==> src/rtl/uart_tx_framer.sv <==
// UART serialiser: start, LSB-first data, optional even parity, 1-2 stop bits. tx_out lags state by one clk.
// Accepts one byte per frame (tx_ready only in IDLE); tx_valid while busy is ignored, never queued.
module uart_tx_framer #(
   parameter int DATA_BITS = 8,
   parameter int PARITY_EN = 0,
   parameter int STOP_BITS = 1
) (
   input  logic                 clk,
   input  logic                 rst,
   input  logic                 baud_tick,
   output logic                 div_en,
   output logic                 div_clear,
   input  logic                 tx_valid,
   input  logic [DATA_BITS-1:0] tx_data,
   output logic                 tx_ready,
   output logic                 tx_out,
   output logic                 busy
);

   localparam int CW = $clog2(DATA_BITS);
   localparam logic [CW-1:0] LAST_BIT = CW'(DATA_BITS - 1);

   typedef enum logic [2:0] {
      S_IDLE,
      S_START,
      S_DATA,
      S_PARITY,
      S_STOP
   } state_t;

   state_t               state_q;
   logic [DATA_BITS-1:0] shift_q;
   logic [CW-1:0]        cnt_q;
   logic                 par_q;
   logic                 stop_q;
   logic                 tx_out_q;
   logic                 accept;

   assign tx_ready  = (state_q == S_IDLE);
   assign busy      = ~tx_ready;
   assign div_en    = (state_q != S_IDLE);
   assign accept    = tx_valid && tx_ready;
   // Restarting the divider on accept keeps the start bit a full period even if a tick lands now.
   assign div_clear = accept;
   assign tx_out    = tx_out_q;

   always_ff @(posedge clk or posedge rst) begin
      if (rst) begin
         state_q  <= S_IDLE;
         shift_q  <= '0;
         cnt_q    <= '0;
         par_q    <= 1'b0;
         stop_q   <= 1'b0;
         tx_out_q <= 1'b1;
      end else begin
         // Line level reflects the state held during the previous cycle.
         case (state_q)
            S_START:  tx_out_q <= 1'b0;
            S_DATA:   tx_out_q <= shift_q[0];
            S_PARITY: tx_out_q <= par_q;
            default:  tx_out_q <= 1'b1;
         endcase

         case (state_q)
            S_IDLE: begin
               if (accept) begin
                  shift_q <= tx_data;
                  par_q   <= 1'b0;
                  state_q <= S_START;
               end
            end
            S_START: begin
               if (baud_tick) begin
                  cnt_q   <= '0;
                  state_q <= S_DATA;
               end
            end
            S_DATA: begin
               if (baud_tick) begin
                  shift_q <= shift_q >> 1;
                  par_q   <= par_q ^ shift_q[0];
                  stop_q  <= 1'b0;
                  if (cnt_q == LAST_BIT) begin
                     state_q <= (PARITY_EN != 0) ? S_PARITY : S_STOP;
                  end else begin
                     cnt_q <= cnt_q + CW'(1);
                  end
               end
            end
            S_PARITY: begin
               if (baud_tick) begin
                  stop_q  <= 1'b0;
                  state_q <= S_STOP;
               end
            end
            S_STOP: begin
               if (baud_tick) begin
                  if ((STOP_BITS == 1) || stop_q) begin
                     state_q <= S_IDLE;
                  end else begin
                     stop_q <= 1'b1;
                  end
               end
            end
            default: state_q <= S_IDLE;
         endcase
      end
   end

endmodule
==> config.mk <==
export PLATFORM = sky130hd
export DESIGN_NAME = uart_tx_framer
export DESIGN_NICKNAME = d
export VERILOG_FILES = /design/src/rtl/uart_tx_framer.sv
export SDC_FILE = /design/constraint.sdc
export NUM_CORES = 1
export LEC_CHECK = 0
export CAP_MARGIN = 5
export CORE_MARGIN = 2
export CORE_UTILIZATION = 38
export CTS_BUF_LIST = sky130_fd_sc_hd__clkbuf_16
export DETAILED_ROUTE_END_ITERATION = 7
export PLACE_DENSITY = 0.7
export SYNTH_ARGS = -nofsm -noshare
export SYNTH_HDL_FRONTEND = slang
export SYNTH_SLANG_ARGS = --single-unit
==> constraint.sdc <==
create_clock -name clk -period 1.5 [get_ports clk]
set_input_delay 0.45 -clock clk [delete_from_list [all_inputs] [get_ports clk]]
set_output_delay 0.45 -clock clk [all_outputs]
set_load 0.01 [all_outputs]
# Yosys cells after proc, flatten, opt, wreduce, memory -nomap -nowiden
# Index checks and enable logic that the tools add are counted.
# W data, S select, Z words.
word_totals:
  ff_bits: 16
  inputBits: 12
  output_inout_bits: 5
  word_cells: 45
op_classes:
  n_addsub: 1
  n_eq_ne: 12
  n_mux: 17
  bitwise: 2
  n_reduce_logical: 8
ops:
  columns: ["cell", "count"]
  rows:
  - ["$mux W3", 8]
  - ["$mux W8", 2]
  - ["$pmux W8 S2", 1]
  - ["$pmux W3 S5", 1]
  - ["$ne A2 B2 Y1 const B", 7]
  - ["$eq A3 B2 Y1 const B", 2]
  - ["$eq A3 B3 Y1 const B", 2]
  - ["$pmux W3 S2", 1]
  - ["$reduce_and A6 Y1", 1]
  - ["$reduce_and A4 Y1", 1]
  - ["$reduce_bool A2 Y1", 2]
  - ["$add A3 B1 Y3 const B", 1]
  - ["$eq A3 B1 Y1 const B", 1]
  - ["$logic_not A3 Y1", 1]
  - ["$pmux W1 S3", 1]
  - ["$reduce_and A3 Y1", 1]
  - ["$reduce_bool A3 Y1", 1]
  - ["$mux W1", 2]
  - ["$pmux W1 S2", 1]
  - ["$logic_and A1 B1 Y1", 1]
  - ["$not A1 Y1", 1]
  - ["$xor A1 B1 Y1", 1]

# Depth between registers and ports, before layout
logic_depth:
  ltp_word: 4
  mapped_depth: 6

# Least setup slack after synthesis
# Ideal clock, no wire load.
synth_path:
  path_kind: "flip-flop to output port"
  startpoint: "reg state_q[0]"
  endpoint: "out div_en"
  arrival_ps: 1311
  path_slack_ps: -261
  path_stages_with_launch: 7
  n_path_buf: 3
  path_cell_list: "dfrtp_1 buf_6 or2_1 buf_6 nor2_1 inv_1 buf_4"
synth_between:
  elab_chain_cells: 1
synth_rtl:
  columns: ["element", "line_no", "text"]
  rows:
  - ["start: declaration", "31", "state_t state_q;"]
  - ["start signal: assignment", "84", "state_q <= (PARITY_EN != 0) ? S_PARITY : S_STOP;"]
  - ["$reduce_bool A3 Y1", "41", "assign div_en = (state_q != S_IDLE);"]
  - ["end: declaration", "11", "output logic div_en,"]
# No other way between the ends.

# Final worst setup path
layout_path:
  startpoint: "reg state_q[2]"
  endpoint: "reg shift_q[3]"
layout_between:
  elab_chain_cells: 4
layout_rtl:
  columns: ["element", "line_no", "text"]
  rows:
  - ["$logic_not A3 Y1", "39, 64", null]
  - ["$logic_and A1 B1 Y1", "42", "assign accept = tx_valid && tx_ready;"]
  - ["$ne A2 B2 Y1 (no source line)", null, null]
  - ["$reduce_and A3 Y1 (no source line)", null, null]
  - ["end signal: assignment", "67", "shift_q <= tx_data;"]
  - ["end signal: assignment", "80", "shift_q <= shift_q >> 1;"]
  - ["end: declaration", "32", "logic [DATA_BITS-1:0] shift_q;"]
# Several ways; a longest one is shown, not always the timed one.
# A chain may end at the register's enable or synchronous reset.

==> run summary <==
The number of vias in the routed layout is 702. The final-layout setup total negative slack is -1.82 ns. The synthesized design spends more area on one cell type than any other, namely sky130_fd_sc_hd__dfrtp_1. The number of input and output port buffers inserted is 16. The row count is 17.

The estimated wirelength of the detail-placed design is 1260 microns. The number of flops mapped to enable cells by yosys came out at 0. The worst setup path is launched from a flip-flop.

In the post-synthesis netlist, the cell with the most instances is sky130_fd_sc_hd__dfrtp_1. From synthesis to final layout, the design area changed by 69.2%. Clock tree synthesis found a total of 16 sinks. Walking the worst path, the cells encountered are or2_4 -> buf_6 -> buf_4 -> a21oi_4 -> buf_6 -> mux2_4. At the placement stage, the worst setup path has a slack of -0.667 ns. The final-report max-slew violation count is 0. The final weighted congestion in routability-driven placement came out at 0.738.

The number of failing setup endpoints in the final timing report came out at 12. After synthesis, the cell types taking the most area are sky130_fd_sc_hd__dfrtp_1 44%, sky130_fd_sc_hd__mux2_2 19%, sky130_fd_sc_hd__dfstp_2 3.1%, sky130_fd_sc_hd__ha_1 2.9%, sky130_fd_sc_hd__buf_6 2.7%. The post-synthesis register bit count is 16. Sorting the synthesized cells by how often they occur yields 15 x sky130_fd_sc_hd__dfrtp_1, 14 x sky130_fd_sc_hd__mux2_2, 5 x sky130_fd_sc_hd__nor2_1. The detailed-route wire length per cell came out at 14.7 microns.

The final hold violation count came out at 0. The residual overflow from global routing is 0. In the routed design, unresolved DRC markers number 0. The critical path in this run is classified as flip-flop to flip-flop. The arrival time at the worst endpoint came out at 1.82 ns. The ratio of final minimum period to clock period is 112%. The leakage power total came out at 0.684 nW. The share of the core filled with cells is 66.3%.

In this run the critical register-to-register path is captured at shift_q[3]. The first global-routing pass estimated 3110 microns of wire. Entering global routing, the biggest net connects 17 pins. A synthesized cell averages 11.8 sq um. The maximum net fanout on the critical path is 4. The overall die area came out at 2630 sq um. Dividing the detail-routed via count by the number of cells gives 4.88. The number of clock buffers added by TritonCTS is 3. Of all flip-flops after synthesis, the portion carrying an async set or reset was 100%.

The number of global-route vias before repair came out at 700. The total power divided by cell area came out at 2160 nW/um^2. The cell with the biggest individual delay on the critical path is sky130_fd_sc_hd__dfrtp_1.

The final setup skew came out at 0.00474 ns. Yosys printed 0 warnings. Across all setup checks in the final design, the least slack found is -0.186 ns. The area share of the leading cell type in the synthesized netlist came out at 44.2%. The most numerous cell on the critical path is sky130_fd_sc_hd__buf_6. For the worst-skew pair, the clock arrives at the later sink with an insertion delay of 0.25 ns. The endpoint class of the critical path is a flip-flop.

The CTS tree is done. The maximum clock rate is 593 MHz. The DRC violation total after the first TritonRoute iteration is 6. The floorplan step defined a core boundary enclosing 2170 sq um. When the netlist entered floorplanning its net count stood at 86. The checks that failed: setup timing. The maximum clock path buffer count came out at 2. The initial antenna violation count is 0.

The CTS H-tree depth is 1. The startpoint identified for the worst register-to-register timing path is state_q[2]. The antenna diode count came out at 0.

Global routing used 16.3% of the available tracks across all layers. The cell count after placement is 128. The critical path required time is 1.63 ns. The horizontal extent of the die came out at 51.3 microns. The root buffer cell is sky130_fd_sc_hd__clkbuf_16.

The cell depth of the worst flop-to-flop path is 6. For the pin with the worst max-slew slack, the measured transition is 0.321 ns. The maximum vdd drop is 0.00118 V. Summed over all layers, the routed wires come to 2110 microns.

The setup check on the worst reg-to-reg path leaves a slack of -0.19 ns. The share of the Yosys chip area taken by registers is 47.3%. The largest single stage delay on the critical path is 0.37 ns. In this run the vertical extent of the chip is 51.3 microns.

Subtracting the final worst setup slack from the clock period gives 1.69 ns. The flip-flop cell with the highest count after synthesis is sky130_fd_sc_hd__dfrtp_1. The final net count is 131. Max-cap violations in this run came to 0.

The flow ran to the end, but the final reports show violations. The synthesized instance count is 72. Of the cells placed in the final design, the portion with a size suffix greater than 1 is 55.2%. The remaining number of nets flagged by the antenna check after routing is 0. The post-synthesis cell area is 850 sq um. The worst hold path class is primary input to asynchronous set/reset pin. The top-level port count is 17. Setup repair after global routing could not meet its margin everywhere.

The clock-pin slew on the worst setup and hold paths is 0.05 ns. The starting density of the core is 39.2%. The number of non-filler instances in the completed layout came out at 144. After layout, the design draws a total of 3.11 mW. The headroom to the max-slew limit came out at 78.4%.

For this run, the detailed router's first-pass iteration total came to 4. The count of cell types in the netlist came out at 30.
-- registers in the layout, indices dropped and copies added (netlist names) --
register / count
state_q: 3
par_q: 1
shift_q: 8
cnt_q: 3
tx_out: 1
-- through the flow --
| stage | hold WS, ns | area, sq um |
|---|---|---|
| final | 0.505 | 1440 |
| after global routing | 0.518 | 1440 |
| after global placement | 0.466 | 1160 |
| after floorplan | 0.363 | 881 |
| after detailed placement | 0.480 | 1160 |
| after CTS | 0.492 | 1320 |
-- layer usage --
layer | track usage [%] | wire length, microns | vias up
li1 | - | - | 338
met4 | 7.89 | 56 | 0
met5 | 0 | 0 | -
met1 | 20.2 | 895 | 343
met2 | 27.5 | 1090 | 16
met3 | 2.63 | 67 | 5
-- final cells by class --
cell class / count / area [sq um]
fillers: 176 / 732
well taps: 28 / 35.0
clock buffers: 3 / 75.1
clock inverters: 1 / 3.75
inverters: 4 / 15.0
repair buffers: 45 / 432
flip-flops and latches: 16 / 402
multi-input cells: 47 / 475
-- worst max path at each step --
stage,startpoint,to,slack (ns),cells past startpoint
2_1_floorplan,state_q[0],div_en,-0.09,6
3_3_place_gp,tx_valid,div_clear,-0.59,4
3_5_place_dp,tx_valid,div_clear,-0.67,4
4_1_cts,state_q[0],div_clear,-0.18,4
5_1_grt,state_q[2],shift_q[1],-0.23,6
6_report,state_q[2],shift_q[3],-0.19,6
-- where the power goes --
| part | leakage, nW | total [mW] | switching (mW) | internal (mW) |
|---|---|---|---|---|
| clock network | 0.0423 | 0.521 | 0.167 | 0.353 |
| logic | 0.444 | 1.85 | 0.717 | 1.13 |
| registers | 0.198 | 0.739 | 0.102 | 0.637 |
| total | 0.684 | 3.11 | 0.986 | 2.12 |
-- critical path, delay by kind of cell, from the launching register on --
kind / cells / cell delay, ns
muxes: 1 / 0.29
buffers and inverters: 3 / 0.43
and+or+nand+nor: 1 / 0.27
AOI/OAI and AO/OA: 1 / 0.20
DFF: 1 / 0.37
-- cells in the final DEF (no fill, tap or decap), drive strengths merged --
master and count:
a21o 1, a21oi 3, a22oi 1, a311o 1, and3 2, buf 32
clkbuf 4, clkdlybuf4s50 10, dfrtp 15, dfstp 1, dlygate4sd2 2, ha 2
inv 5, mux2 15, mux2i 2, nand2 1, nand2b 2, nor2 5
nor2b 2, nor3b 1, nor4 1, o21ai 3, o2bb2ai 1, o31ai 1
or2 1, or4 1, or4b 1
-- what timing repair did --
item,in CTS,in global routing
hold buffers,0,0
gates cloned,0,1
setup buffers,4,7
pin swaps,5,4
setup endpoints to repair,15,16
gates resized for setup,36,9
-- logic make-up (layout without fill, tap and decap cells) --
family          count (synthesis)  after routing  share of synthesized area, %
buf+inv                         9             53                          6.33
mux                            17             17                          22.2
flops                          16             16                          47.3
fa+ha+maj                       2              2                          2.95
simple gates                   17             17                          11.5
compound gates                 11             11                          9.72
No activity file was read; power rests on OpenSTA's default activity.
